==> src/rtl/legv8_control_fsm.sv <==
// Multi-cycle control FSM for the LEGv8 datapath core.
// Sequences fetch/decode/execute/mem/branch and drives every datapath control input.
module legv8_control_fsm #(
  parameter int unsigned PC_STEP = 4,
  parameter logic [1:0]  SIZE_DW = 2'b11
) (
  input  logic        clock,
  input  logic        reset,
  input  logic        run,
  input  logic [31:0] IR,
  input  logic [3:0]  status,
  output logic        add_tri_sel,
  output logic [1:0]  data_tri_sel,
  output logic        w_reg,
  output logic        C0,
  output logic        mem_cs,
  output logic        mem_write_en,
  output logic        IR_load,
  output logic        status_load,
  output logic [31:0] k,
  output logic [4:0]  FS,
  output logic [1:0]  PC_FS,
  output logic [1:0]  size,
  output logic [4:0]  SA,
  output logic [4:0]  SB,
  output logic [4:0]  DA,
  output logic        PC_sel,
  output logic        B_Sel,
  output logic        halted,
  output logic        illegal
);

  typedef enum logic [2:0] {
    StIdle, StFetch, StDecode, StExecute, StMem, StBranch, StHalt
  } state_e;

  typedef enum logic [3:0] {
    ClsAdd, ClsSub, ClsAnd, ClsOrr, ClsAddi, ClsSubi,
    ClsLdur, ClsStur, ClsB, ClsCbz, ClsHalt, ClsIllegal
  } cls_e;

  typedef struct packed {
    logic        add_tri_sel;
    logic [1:0]  data_tri_sel;
    logic        w_reg;
    logic        c0;
    logic        mem_cs;
    logic        mem_write_en;
    logic        ir_load;
    logic        status_load;
    logic [31:0] k;
    logic [4:0]  fs;
    logic [1:0]  pc_fs;
    logic [4:0]  sa;
    logic [4:0]  sb;
    logic [4:0]  da;
    logic        b_sel;
    logic        halted;
  } ctrl_t;

  localparam logic [4:0] FsAnd = 5'b00000;
  localparam logic [4:0] FsOrr = 5'b01100;
  localparam logic [4:0] FsAdd = 5'b01000;
  localparam logic [4:0] FsSub = 5'b01001;

  state_e      state_q, state_d;
  cls_e        cls_q, cls_d, dec_cls;
  logic [4:0]  rt_q, rt_d, rn_q, rn_d, rm_q, rm_d;
  logic [31:0] k_q, k_d, dec_k;
  logic        illegal_q, illegal_d;
  logic [4:0]  alu_fs;
  ctrl_t       ctrl_q, ctrl_d;
  logic        unused_status;

  always_comb begin
    dec_cls = ClsIllegal;
    dec_k   = '0;
    if (IR == 32'hFFFF_FFFF) begin
      dec_cls = ClsHalt;
    end else if (IR[31:21] == 11'b10001011000) begin
      dec_cls = ClsAdd;
    end else if (IR[31:21] == 11'b11001011000) begin
      dec_cls = ClsSub;
    end else if (IR[31:21] == 11'b10001010000) begin
      dec_cls = ClsAnd;
    end else if (IR[31:21] == 11'b10101010000) begin
      dec_cls = ClsOrr;
    end else if (IR[31:22] == 10'b1001000100) begin
      dec_cls = ClsAddi;
      dec_k   = {20'b0, IR[21:10]};
    end else if (IR[31:22] == 10'b1101000100) begin
      dec_cls = ClsSubi;
      dec_k   = {20'b0, IR[21:10]};
    end else if (IR[31:21] == 11'b11111000010) begin
      dec_cls = ClsLdur;
      dec_k   = {{23{IR[20]}}, IR[20:12]};
    end else if (IR[31:21] == 11'b11111000000) begin
      dec_cls = ClsStur;
      dec_k   = {{23{IR[20]}}, IR[20:12]};
    end else if (IR[31:26] == 6'b000101) begin
      dec_cls = ClsB;
      // The PC was already stepped during fetch, so back that step out of the offset.
      dec_k   = {{4{IR[25]}}, IR[25:0], 2'b00} - 32'(PC_STEP);
    end else if (IR[31:24] == 8'b10110100) begin
      dec_cls = ClsCbz;
      dec_k   = {{11{IR[23]}}, IR[23:5], 2'b00} - 32'(PC_STEP);
    end
  end

  always_comb begin
    state_d   = state_q;
    cls_d     = cls_q;
    rt_d      = rt_q;
    rn_d      = rn_q;
    rm_d      = rm_q;
    k_d       = k_q;
    illegal_d = illegal_q;
    case (state_q)
      StIdle:   if (run) state_d = StFetch;
      StFetch:  state_d = StDecode;
      StDecode: begin
        cls_d = dec_cls;
        rt_d  = IR[4:0];
        rn_d  = IR[9:5];
        rm_d  = IR[20:16];
        k_d   = dec_k;
        if (dec_cls == ClsHalt) begin
          state_d = StHalt;
        end else if (dec_cls == ClsIllegal) begin
          illegal_d = 1'b1;
          state_d   = StHalt;
        end else begin
          state_d = StExecute;
        end
      end
      StExecute: begin
        case (cls_q)
          ClsLdur, ClsStur: state_d = StMem;
          ClsCbz:           state_d = StBranch;
          default:          state_d = StFetch;
        endcase
      end
      StMem, StBranch: state_d = StFetch;
      StHalt:          state_d = StHalt;
      default:         state_d = StIdle;
    endcase
  end

  always_comb begin
    case (cls_d)
      ClsSub, ClsSubi: alu_fs = FsSub;
      ClsAnd:          alu_fs = FsAnd;
      ClsOrr:          alu_fs = FsOrr;
      default:         alu_fs = FsAdd;
    endcase
  end

  // Controls are decoded for the state being entered and registered, so they line up
  // with state_q exactly as a Moore decode would, but come straight from flops.
  always_comb begin
    ctrl_d = '0;
    case (state_d)
      StFetch: begin
        ctrl_d.mem_cs       = 1'b1;
        ctrl_d.data_tri_sel = 2'b11;
        ctrl_d.ir_load      = 1'b1;
        ctrl_d.pc_fs        = 2'b01;
      end
      StExecute: begin
        case (cls_d)
          ClsAdd, ClsSub, ClsAnd, ClsOrr: begin
            ctrl_d.sa    = rn_d;
            ctrl_d.sb    = rm_d;
            ctrl_d.da    = rt_d;
            ctrl_d.fs    = alu_fs;
            ctrl_d.c0    = (cls_d == ClsSub);
            ctrl_d.w_reg = 1'b1;
          end
          ClsAddi, ClsSubi: begin
            ctrl_d.sa    = rn_d;
            ctrl_d.da    = rt_d;
            ctrl_d.b_sel = 1'b1;
            ctrl_d.k     = k_d;
            ctrl_d.fs    = alu_fs;
            ctrl_d.c0    = (cls_d == ClsSubi);
            ctrl_d.w_reg = 1'b1;
          end
          ClsLdur, ClsStur: begin
            ctrl_d.sa    = rn_d;
            ctrl_d.b_sel = 1'b1;
            ctrl_d.k     = k_d;
            ctrl_d.fs    = FsAdd;
          end
          ClsB: begin
            ctrl_d.pc_fs = 2'b10;
            ctrl_d.k     = k_d;
          end
          ClsCbz: begin
            ctrl_d.sa          = rt_d;
            ctrl_d.sb          = 5'd31;
            ctrl_d.fs          = FsOrr;
            ctrl_d.status_load = 1'b1;
            ctrl_d.k           = k_d;
          end
          default: ;
        endcase
      end
      StMem: begin
        ctrl_d.add_tri_sel = 1'b1;
        ctrl_d.mem_cs      = 1'b1;
        ctrl_d.sa          = rn_d;
        ctrl_d.b_sel       = 1'b1;
        ctrl_d.k           = k_d;
        ctrl_d.fs          = FsAdd;
        if (cls_d == ClsLdur) begin
          ctrl_d.data_tri_sel = 2'b11;
          ctrl_d.da           = rt_d;
          ctrl_d.w_reg        = 1'b1;
        end else begin
          ctrl_d.sb           = rt_d;
          ctrl_d.data_tri_sel = 2'b01;
          ctrl_d.mem_write_en = 1'b1;
        end
      end
      StBranch: ctrl_d.k      = k_d;
      StHalt:   ctrl_d.halted = 1'b1;
      default: ;
    endcase
  end

  always_ff @(posedge clock) begin
    if (reset) begin
      state_q   <= StIdle;
      cls_q     <= ClsAdd;
      rt_q      <= '0;
      rn_q      <= '0;
      rm_q      <= '0;
      k_q       <= '0;
      illegal_q <= 1'b0;
      ctrl_q    <= '0;
    end else begin
      state_q   <= state_d;
      cls_q     <= cls_d;
      rt_q      <= rt_d;
      rn_q      <= rn_d;
      rm_q      <= rm_d;
      k_q       <= k_d;
      illegal_q <= illegal_d;
      ctrl_q    <= ctrl_d;
    end
  end

  assign add_tri_sel  = ctrl_q.add_tri_sel;
  assign data_tri_sel = ctrl_q.data_tri_sel;
  assign w_reg        = ctrl_q.w_reg;
  assign C0           = ctrl_q.c0;
  assign mem_cs       = ctrl_q.mem_cs;
  assign mem_write_en = ctrl_q.mem_write_en;
  assign IR_load      = ctrl_q.ir_load;
  assign status_load  = ctrl_q.status_load;
  assign k            = ctrl_q.k;
  assign FS           = ctrl_q.fs;
  // BRANCH resolves on the Z flag captured during EXECUTE, read live.
  assign PC_FS        = (state_q == StBranch) ? {status[0], 1'b0} : ctrl_q.pc_fs;
  assign size         = SIZE_DW;
  assign SA           = ctrl_q.sa;
  assign SB           = ctrl_q.sb;
  assign DA           = ctrl_q.da;
  assign PC_sel       = 1'b0;
  assign B_Sel        = ctrl_q.b_sel;
  assign halted       = ctrl_q.halted;
  assign illegal      = illegal_q;

  assign unused_status = ^status[3:1];

endmodule

==> config.mk <==
export PLATFORM = sky130hd
export DESIGN_NAME = legv8_control_fsm
export DESIGN_NICKNAME = d
export VERILOG_FILES = /design/src/rtl/legv8_control_fsm.sv
export SDC_FILE = /design/constraint.sdc
export NUM_CORES = 1
export LEC_CHECK = 0
export BUFFER_PORTS_ARGS = -buffer_cell sky130_fd_sc_hd__clkbuf_2
export CAP_MARGIN = 20
export CORE_ASPECT_RATIO = 1.25
export CORE_MARGIN = 5
export CORE_UTILIZATION = 25
export CTS_CLUSTER_DIAMETER = 50
export DETAILED_ROUTE_END_ITERATION = 8
export PLACE_DENSITY_LB_ADDON = 0.3
export SYNTH_ARGS = -nofsm -noshare
export SYNTH_HDL_FRONTEND = slang
export SYNTH_SLANG_ARGS = --single-unit
==> constraint.sdc <==
create_clock -name clock -period 8.51 [get_ports clock]
set_input_delay 2.553 -clock clock [delete_from_list [all_inputs] [get_ports clock]]
set_output_delay 2.553 -clock clock [all_outputs]
set_load 0.05 [all_outputs]
==> metrics, run 1 <==
class of the most critical setup path=primary input to output pin; setup repair after global routing missed its margin=no; total internal power=1.13 mW; register share of total power=37.5%; count of antenna-violating nets left after detailed routing=0; slew at the pin closest to its max-slew limit=0.885 ns; remaining design rule violation count=0; via count=4,690; crit path DAT=3.11 ns; clock tree root driver cell=sky130_fd_sc_hd__clkbuf_16; TritonCTS Sinks=117; clock tree from TritonCTS=yes; CTS buffer count=17; top post-synthesis cells by area=sky130_fd_sc_hd__dfxtp_1 39%, sky130_fd_sc_hd__buf_4 8.5%, sky130_fd_sc_hd__nor2_1 5.6%; # port buffers=99; Core Area=23,700 um^2; per-instance average area after synthesis=8.88 um^2; r2r setup slk=5.21 ns; Std-Cell Rows=63; gate count of the mapped netlist=678; warning count from the yosys run=0; CTS H-tree lvls=4; Placer Congestion=0.885; number of top-level design ports=108; dominant cell type by count on the critical path=sky130_fd_sc_hd__clkbuf_2; worst min-delay path class=register to register; status=finished, final reports clean; max cap viols=0; number of distinct library cells after synthesis=87; Sw Pwr=0.389 mW; clock tree buffer depth=2; Cell Chain, Critical Path=clkbuf_2 -> mux2_2 -> clkbuf_2; Die Y=183 um; library cell with the largest summed area after synthesis=sky130_fd_sc_hd__dfxtp_1; reported leakage power=2.67 nW; share of post-route cells with drive strength above 1=26.3%; sw frac=25.6%; shortest period the worst path allows=5.67 ns; First DRT Iteration DRCs=203; wire length after detailed routing=17,500 um; final core utilization=29.1%; final cycle utilization of the critical path=66.6%; Area growth, synth to finish=14.7%; Final setup viols=0; count of buffer and inverter cells on the critical path=2; buffer count from post-CTS setup fixing=0; final hold violations=0; most common cell after layout, fill and taps aside=sky130_fd_sc_hd__dfxtp_1; Top FF cell, synth=sky130_fd_sc_hd__dfxtp_1; kind of cell with the highest combined delay on the critical path=buffers and inverters; post-synthesis instance area=6020 um^2; global-route wire length before repair=27,300 um; required time of the critical path=5.96 ns; initial standard-cell utilization of the core=25.4%; CP endpoint kind=output pin; pin count of the biggest net entering global routing=47; count of instances resized after the clock tree is built=0; critical path's slowest cell=sky130_fd_sc_hd__mux2_2; most frequent cells in the layout=117 x sky130_fd_sc_hd__dfxtp_1, 99 x sky130_fd_sc_hd__clkbuf_2, 89 x sky130_fd_sc_hd__nor2_1; number of iterations in the first detailed-routing pass=5; clk_lat worst skew=0.42 ns; GRT overflow=0; setup total negative slack=0 ns; Antenna diodes=0; Power Dens Cells=220 nW/um^2; width of the die=149 um; post-detailed-route via-to-cell ratio=4.53; combinational cell fraction of total power=10.2%; hold buffer count at CTS=0; number of antenna violations at the first check in global routing=0; Layout fillers=2,573; VDD IR-drop max=0.000135 V; number of pins with negative max-slew slack in the final report=0; proportion of power drawn by the clock network=52.3%; floorplan die area=27,300 um^2; part of the Yosys area used for sequential elements=38.9%; async set-or-reset flop fraction in the synthesized netlist=0%; slowest cell delay on critical path=0.25 ns; Post-synth EDFFs=0; critical path peak fanout=1; maximum achievable frequency=176 MHz; Clk pin slew, worst setup/hold paths=0.06 ns; number of nets in the finished design=740; maximum clock skew at final layout=0.0117 ns; top-area cell type share of the netlist area=38.9%; kind of launch point of the worst setup path=primary input; footprint of the flip-flops and latches=2340 um^2; global-route total usage across every layer=12.9%; area taken by multi-input logic gates=2910 um^2; HPWL after detailed placement=13,000 um; vias in the first global route=4,792; Seq cells post-synth=117; Slew Limit Headroom=40.9%; Routed wire per std cell=16.8 um
## synthesized netlist by cell type, drive strengths merged, types with 2 or more instances
| cell type | instances |
|---|---|
| dfxtp | 117 |
| nor2 | 91 |
| buf | 87 |
| nand2 | 51 |
| a21oi | 27 |
| nor2b | 25 |
| nor3 | 24 |
| xnor2 | 20 |
| clkbuf | 18 |
| nor4 | 18 |
| o21ai | 17 |
| xor2 | 15 |
| inv | 13 |
| nand4 | 13 |
| a22o | 12 |
| mux2i | 12 |
| nand3 | 12 |
| o221ai | 9 |
| o22ai | 9 |
| and2 | 7 |
| a211oi | 6 |
| a21o | 5 |
| a22oi | 5 |
| or3 | 5 |
| or4 | 5 |
| o31ai | 4 |
| a2111oi | 3 |
| a21boi | 3 |
| ha | 3 |
| o21a | 3 |
| a221o | 2 |
| a221oi | 2 |
| a31oi | 2 |
| a41oi | 2 |
| and4 | 2 |
| conb | 2 |
| nand3b | 2 |
| nor3b | 2 |
| nor4b | 2 |
| o211ai | 2 |
| or2 | 2 |
| or3b | 2 |
| or4b | 2 |
## logic make-up (layout without fill, tap and decap cells)
| group | count (synthesis) | count (layout) | synth area share [%] |
|---|---|---|---|
| DFF | 117 | 117 | 38.9 |
| adders and majority gates | 3 | 3 | 0.624 |
| xor gates and xnor gates | 35 | 35 | 5.09 |
| buffers and inverters | 118 | 148 | 13.1 |
| and+or+nand+nor | 268 | 268 | 24.0 |
| AOI/OAI and AO/OA | 122 | 122 | 15.9 |
| muxes | 13 | 13 | 2.18 |
| other | 2 | 5 | 0.125 |
## per-stage QoR
step	std cells	setup slack (ns)	total power [mW]	hold slack (ns)	instance area (um^2)
2_1_floorplan	681	3.03	0.707	0.423	6030
3_3_place_gp	1003	2.84	0.736	0.442	6220
3_5_place_dp	1003	2.84	0.736	0.449	6220
4_1_cts	1035	2.84	1.54	0.457	6870
5_1_grt	1036	2.81	1.58	0.474	6900
6_report	1036	2.84	1.52	0.451	6900
## layout make-up
class	count	area share, %
sequential	117	33.9
tap	325	5.89
multi-input combinational	446	42.1
clock buffer	17	6.17
timing repair buffer	103	7.91
clock inverter	15	3.26
inverter	13	0.707
## layer usage
| layer | up-vias | share of wire, % | track usage (%) | routed length [um] |
|---|---|---|---|---|
| li1 | 2355 | - | - | - |
| met1 | 2205 | 42 | 15.3 | 7300 |
| met2 | 109 | 51 | 22.3 | 8930 |
| met3 | 21 | 4.9 | 3.55 | 855 |
| met4 | 0 | 2.1 | 4.73 | 362 |
| met5 | - | 0 | 0 | 0 |
## power by group through the flow
| stage | registers, mW | logic, mW | clock network, mW |
|---|---|---|---|
| 6_report | 0.569 | 0.155 | 0.795 |
| 2_1_floorplan | 0.586 | 0.122 | 0 |
| 3_5_place_dp | 0.581 | 0.155 | 0 |
| 4_1_cts | 0.569 | 0.155 | 0.817 |
| 5_1_grt | 0.571 | 0.168 | 0.840 |
| 3_3_place_gp | 0.581 | 0.155 | 0 |
## final timing paths
check	from	endpoint	depth (start not counted)
hold reg to reg	k_q[9]	k_q[9]	2
hold / removal	k_q[9]	k_q[9]	2
setup reg to reg	state_q[1]	SB[2]	8
setup / recovery	status[0]	PC_FS[1]	3
## worst reg2reg max path, stage by stage (launching register included)
cell and delay (ns):
sky130_fd_sc_hd__dfxtp_1 0.44, sky130_fd_sc_hd__or3b_1 0.37, sky130_fd_sc_hd__buf_4 0.31, sky130_fd_sc_hd__a41oi_2 0.32, sky130_fd_sc_hd__a21boi_2 0.62, sky130_fd_sc_hd__nand2_4 0.23
sky130_fd_sc_hd__a22o_2 0.31, sky130_fd_sc_hd__nor3_1 0.39, sky130_fd_sc_hd__o221ai_1 0.19
No activity file was read; power rests on OpenSTA's default activity.
==> run 2, diff against run 1 <==
Settings changed: ABC_AREA set to 1.
Clock period 8.51 ns to 5 ns, I/O delays scaled along.
==> metrics, run 2 <==
final cycle utilization of the critical path=71.1%; setup repair after global routing missed its margin=no (unchanged); launch instance of the worst min-delay path=state_q[0] (was k_q[9]); maximum achievable frequency=281 MHz; Final setup viols=0 (unchanged); global-route total usage across every layer=14.9% (was 12.9%); part of the Yosys area used for sequential elements=34.4% (was 38.9%); clk_lat worst skew=0.42 ns (about the same); critical path peak fanout=1 (unchanged); Core Area=26,800 um^2 (was 23,700 um^2); top post-synthesis cells by area=sky130_fd_sc_hd__dfxtp_1 34%, sky130_fd_sc_hd__nand2_1 14%, sky130_fd_sc_hd__nor2_1 6.9% (was sky130_fd_sc_hd__dfxtp_1 39%, sky130_fd_sc_hd__buf_4 8.5%, sky130_fd_sc_hd__nor2_1 5.6%); number of pins with negative max-slew slack in the final report=0 (unchanged); buffer count from post-CTS setup fixing=0 (unchanged); class of the most critical setup path=primary input to output pin (unchanged); CTS H-tree lvls=4 (unchanged); slew at the pin closest to its max-slew limit=0.626 ns (was 0.885 ns); number of antenna violations at the first check in global routing=0 (unchanged); max cap viols=0 (unchanged); kind of launch point of the worst setup path=primary input (unchanged); number of nets in the finished design=1,117 (was 740); Area growth, synth to finish=13.7% (was 14.7%); # port buffers=99 (unchanged); CP endpoint kind=output pin (unchanged); wire length after detailed routing=22,800 um (was 17,500 um); clock tree root driver cell=sky130_fd_sc_hd__clkbuf_16 (unchanged); setup total negative slack=0 ns (unchanged); count of instances resized after the clock tree is built=0 (unchanged); end point of the critical path=PC_FS[1] (unchanged); clock tree buffer depth=2 (unchanged); R2R Path Start=state_q[1] (unchanged); initial standard-cell utilization of the core=25.4% (about the same); GRT overflow=0 (unchanged); status=finished, final reports clean (unchanged); First DRT Iteration DRCs=415 (was 203); per-instance average area after synthesis=6.56 um^2 (was 8.88 um^2); crit path DAT=2.06 ns (was 3.11 ns); top-area cell type share of the netlist area=34.4% (was 38.9%); top cells by count, synth=256 x sky130_fd_sc_hd__nand2_1, 126 x sky130_fd_sc_hd__nor2_1, 124 x sky130_fd_sc_hd__inv_1 (was 117 x sky130_fd_sc_hd__dfxtp_1, 89 x sky130_fd_sc_hd__nor2_1, 68 x sky130_fd_sc_hd__buf_4); post-detailed-route via-to-cell ratio=4.45 (was 4.53); Antenna diodes=0 (unchanged); vias in the first global route=6,262 (was 4,792); VDD IR-drop max=0.000188 V (was 0.000135 V); reported leakage power=3.74 nW (was 2.67 nW); number of distinct library cells after synthesis=39 (was 87); warning count from the yosys run=0 (unchanged); worst min-delay path class=register to register (unchanged); most frequent cells in the layout=256 x sky130_fd_sc_hd__nand2_1, 126 x sky130_fd_sc_hd__nor2_1, 124 x sky130_fd_sc_hd__inv_1 (was 117 x sky130_fd_sc_hd__dfxtp_1, 99 x sky130_fd_sc_hd__clkbuf_2, 89 x sky130_fd_sc_hd__nor2_1); clock tree from TritonCTS=yes (unchanged); maximum clock skew at final layout=0.0119 ns (was 0.0117 ns); Placer Congestion=0.914 (was 0.885); hold buffer count at CTS=0 (unchanged); Seq cells post-synth=117 (unchanged); post-synthesis instance area=6810 um^2 (was 6020 um^2); r2r setup slk=2.36 ns (was 5.21 ns); Clk pin slew, worst setup/hold paths=0.06 ns (about the same); number of top-level design ports=108 (unchanged); via count=6,369 (was 4,690); shortest period the worst path allows=3.56 ns; TritonCTS Sinks=117 (unchanged); Std-Cell Rows=67 (was 63); HPWL after detailed placement=17,400 um (was 13,000 um); library cell with the largest summed area after synthesis=sky130_fd_sc_hd__dfxtp_1 (unchanged); final core utilization=28.9% (was 29.1%); most common cell after layout, fill and taps aside=sky130_fd_sc_hd__nand2_1 (was sky130_fd_sc_hd__dfxtp_1); CTS buffer count=17 (unchanged); library cell with the highest instance count after synthesis=sky130_fd_sc_hd__nand2_1 (was sky130_fd_sc_hd__dfxtp_1); final hold violations=0 (unchanged); width of the die=158 um (was 149 um); global-route wire length before repair=35,300 um (was 27,300 um); Power Dens Cells=316 nW/um^2 (was 220 nW/um^2); Die Y=195 um (was 183 um); Top FF cell, synth=sky130_fd_sc_hd__dfxtp_1 (unchanged); floorplan die area=30,700 um^2 (was 27,300 um^2); async set-or-reset flop fraction in the synthesized netlist=0% (unchanged); reg2reg end=k[1] (was SB[2]); worst setup path startpoint=status[0] (unchanged); share of post-route cells with drive strength above 1=18.9% (was 26.3%); Routed wire per std cell=16.0 um (was 16.8 um); gate count of the mapped netlist=1,039 (was 678); number of iterations in the first detailed-routing pass=5 (unchanged); count of antenna-violating nets left after detailed routing=0 (unchanged); remaining design rule violation count=0 (unchanged); required time of the critical path=3.50 ns (was 5.96 ns); Register-to-Register Path Depth=9 (was 8); Slew Limit Headroom=58.1% (was 40.9%); pin count of the biggest net entering global routing=57 (was 47); Post-synth EDFFs=0 (unchanged)
==> run 2: cell count changes after synthesis, moves of 17 or more <==
| cell | change |
|---|---|
| sky130_fd_sc_hd__nor2_1 | +37 |
| sky130_fd_sc_hd__xnor2_1 | -20 |
| sky130_fd_sc_hd__nor2b_1 | -22 |
| sky130_fd_sc_hd__a21oi_1 | +28 |
| sky130_fd_sc_hd__nand2_1 | +208 |
| sky130_fd_sc_hd__nor3_1 | -21 |
| sky130_fd_sc_hd__or2_2 | +17 |
| sky130_fd_sc_hd__nand3_1 | +83 |
| sky130_fd_sc_hd__inv_1 | +111 |
| sky130_fd_sc_hd__o21ai_0 | +42 |
==> run 2: metal layers <==
metal / global-route usage, % / vias up / wire length (um)
met5: 0 / - / 0
met4: 3.79 / 0 / 405
met3: 3.11 / 20 / 1160
met2: 26.1 / 167 / 11400
met1: 18.5 / 2901 / 9880
li1: - / 3281 / -
==> run 2: area by class of cell <==
type	count	area, um^2
repair buffers	107	556
flip-flops and latches	117	2340
inverters	132	498
fillers	3039	19100
clock buffers	18	439
clock inverters	13	100
multi-input cells	700	3380
well taps	345	432
==> run 2: worst min-delay path by stage <==
stage	cells after the start	to
floorplan	1	state_q[1]
global placement	1	state_q[1]
detailed placement	1	state_q[1]
CTS	1	state_q[1]
global route	1	state_q[1]
finish	1	state_q[1]
==> run 2: critical path, cell delays in order <==
cell	delay (ns)
sky130_fd_sc_hd__clkbuf_2	0.08
sky130_fd_sc_hd__mux2_2	0.25
sky130_fd_sc_hd__clkbuf_2	0.23
==> run 2: cells by family after synthesis <==
family / Yosys count / synth area share [%]
flip-flops: 117 / 34.4
other: 2 / 0.110
XOR/XNOR: 8 / 1.03
multiplexers: 1 / 0.165
adder cells (fa/ha/maj): 3 / 0.551
AO/OA/AOI/OAI: 133 / 10.9
buffers and inverters: 225 / 16.2
AND/OR/NAND/NOR: 550 / 36.7
==> run 2: through the flow <==
stage	power, mW	instance area (um^2)	instances	setup slack [ns]	hold slack, ns
detailed placement	1.34	7210	1401	1.13	0.439
global placement	1.34	7210	1401	1.19	0.424
global route	2.57	7750	1432	1.37	0.483
CTS	2.47	7750	1432	1.44	0.452
finish	2.45	7750	1432	1.44	0.445
floorplan	1.24	6830	1042	1.63	0.415
==> run 2: report_power, final <==
group | total [mW] | internal (mW) | switching (mW) | leakage (nW)
Sequential | 0.977 | 0.967 | 0.0106 | 0.947
Clock | 1.13 | 0.647 | 0.484 | 0.251
Combinational | 0.340 | 0.0983 | 0.241 | 2.54
==> run 3, diff against run 2 <==
Settings changed: ABC_AREA 1 to 0.
Clock period 5 ns to 3.3 ns, I/O delays scaled along.
==> metrics, run 3 (same netlist as run 1, synthesis figures left out) <==
First DRT Iteration DRCs=189 (was 415); shortest period the worst path allows=2.83 ns; setup total negative slack=0 ns (unchanged); initial standard-cell utilization of the core=25.4% (about the same); most frequent cells in the layout=117 x sky130_fd_sc_hd__dfxtp_1, 99 x sky130_fd_sc_hd__clkbuf_2, 89 x sky130_fd_sc_hd__nor2_1 (was 256 x sky130_fd_sc_hd__nand2_1, 126 x sky130_fd_sc_hd__nor2_1, 124 x sky130_fd_sc_hd__inv_1); post-route non-filler standard cell count=1,086 (was 1,432); crit path DAT=3.14 ns (was 2.06 ns); cell area reported after detailed placement=6620 um^2 (was 7210 um^2); pin count of the biggest net entering global routing=42 (was 57); # port buffers=99 (unchanged); Die Y=183 um (was 195 um); number of pins with negative max-slew slack in the final report=0 (unchanged); global-route wire length before repair=28,200 um (was 35,300 um); status=finished, final reports clean (unchanged); clock tree from TritonCTS=yes (unchanged); cell count after placement=1,054 (was 1,401); clock tree root driver cell=sky130_fd_sc_hd__clkbuf_16 (unchanged); most common cell after layout, fill and taps aside=sky130_fd_sc_hd__dfxtp_1 (was sky130_fd_sc_hd__nand2_1); clock tree buffer depth=2 (unchanged); buffer count from post-CTS setup fixing=0 (unchanged); Final setup viols=0 (unchanged); CP endpoint kind=register (was output pin); hold buffer count at CTS=0 (unchanged); setup repair after global routing missed its margin=no (unchanged); number of iterations in the first detailed-routing pass=4 (was 5); Setup Slack @ Placement=0.0370 ns (was 1.13 ns); Overall Power=3.93 mW (was 2.45 mW); VDD IR-drop max=0.000351 V (was 0.000188 V); maximum achievable frequency=354 MHz; final core utilization=30.6% (was 28.9%); final cycle utilization of the critical path=85.6%; count of antenna-violating nets left after detailed routing=0 (unchanged); Placer Congestion=0.938 (was 0.914); Power Dens Cells=542 nW/um^2 (was 316 nW/um^2); slew at the pin closest to its max-slew limit=0.679 ns (was 0.626 ns); number of top-level design ports=108 (unchanged); worst min-delay path class=register to register (unchanged); critical path peak fanout=3 (was 1); final hold violations=0 (unchanged); remaining design rule violation count=0 (unchanged); share of post-route cells with drive strength above 1=31.0% (was 18.9%); Antenna diodes=0 (unchanged); Routed wire per std cell=16.7 um (was 16.0 um); Std-Cell Rows=63 (was 67); TritonCTS Sinks=117 (unchanged); required time of the critical path=3.61 ns (was 3.50 ns); post-detailed-route via-to-cell ratio=4.54 (was 4.45); wire length after detailed routing=18,100 um (was 22,800 um); HPWL after detailed placement=14,000 um (was 17,400 um); CTS buffer count=17 (unchanged); Core Area=23,700 um^2 (was 26,800 um^2); maximum clock skew at final layout=0.00810 ns (was 0.0119 ns); vias in the first global route=5,043 (was 6,262); Slew Limit Headroom=54.6% (was 58.1%); number of antenna violations at the first check in global routing=1 (was 0); Layout fillers=2,554 (was 3,039); width of the die=149 um (was 158 um); Non-Filler Cell Area, Final=7260 um^2 (was 7750 um^2); CTS H-tree lvls=4 (unchanged); via count=4,927 (was 6,369); global-route total usage across every layer=13.4% (was 14.9%); class of the most critical setup path=primary input to register (was primary input to output pin); slack of the critical path=0.475 ns (was 1.44 ns); Fin Hold WS=0.456 ns (was 0.445 ns); Area growth, synth to finish=20.6% (was 13.7%); Clk pin slew, worst setup/hold paths=0.05 ns (was 0.06 ns); floorplan die area=27,300 um^2 (was 30,700 um^2); count of instances resized after the clock tree is built=0 (unchanged); reported leakage power=2.91 nW (was 3.74 nW); GRT overflow=0 (unchanged); max cap viols=0 (unchanged); clk_lat worst skew=0.43 ns (was 0.42 ns); number of nets in the finished design=790 (was 1,117); kind of launch point of the worst setup path=primary input (unchanged)
run 3: critical path, stage by stage:
cell	delay (ns)
sky130_fd_sc_hd__clkbuf_2	0.09
sky130_fd_sc_hd__inv_1	0.07
sky130_fd_sc_hd__ha_1	0.20
sky130_fd_sc_hd__or3b_2	0.52
sky130_fd_sc_hd__nor4b_4	0.27
sky130_fd_sc_hd__nand3_1	0.18
sky130_fd_sc_hd__nor2_1	0.18
sky130_fd_sc_hd__nand2_1	0.09
sky130_fd_sc_hd__xor2_1	0.17
sky130_fd_sc_hd__a2111oi_2	0.37
run 3: per-layer routing:
metal	vias to the layer above	GRT usage [%]	share of wire, %
met5	-	0	0.061
met4	2	5.79	2.5
met3	30	3.11	5.0
met2	125	23.4	51
met1	2312	15.8	41
li1	2458	-	-
run 3: worst paths after layout:
path	to	cells after the start	slack (ns)	start
max	k[23]	10	0.47	IR[6]
min	k_q[7]	2	0.46	k_q[7]
max reg2reg	k[23]	8	0.69	state_q[1]
min reg2reg	k_q[7]	2	0.46	k_q[7]
run 3: final cells by class:
type                    count  area, um^2  area share (%)
clock buffers              21         470            6.48
flip-flops and latches    117        2340            32.3
well taps                 325         407            5.60
multi-input cells         446        2910            40.0
repair buffers            153         913            12.6
inverters                  13        48.8           0.672
clock inverters            11         171            2.36
run 3: power by group:
part	switching (mW)	leakage, nW	internal (mW)
logic	0.291	1.66	0.147
registers	0.0166	0.946	1.45
clock network	0.700	0.310	1.33
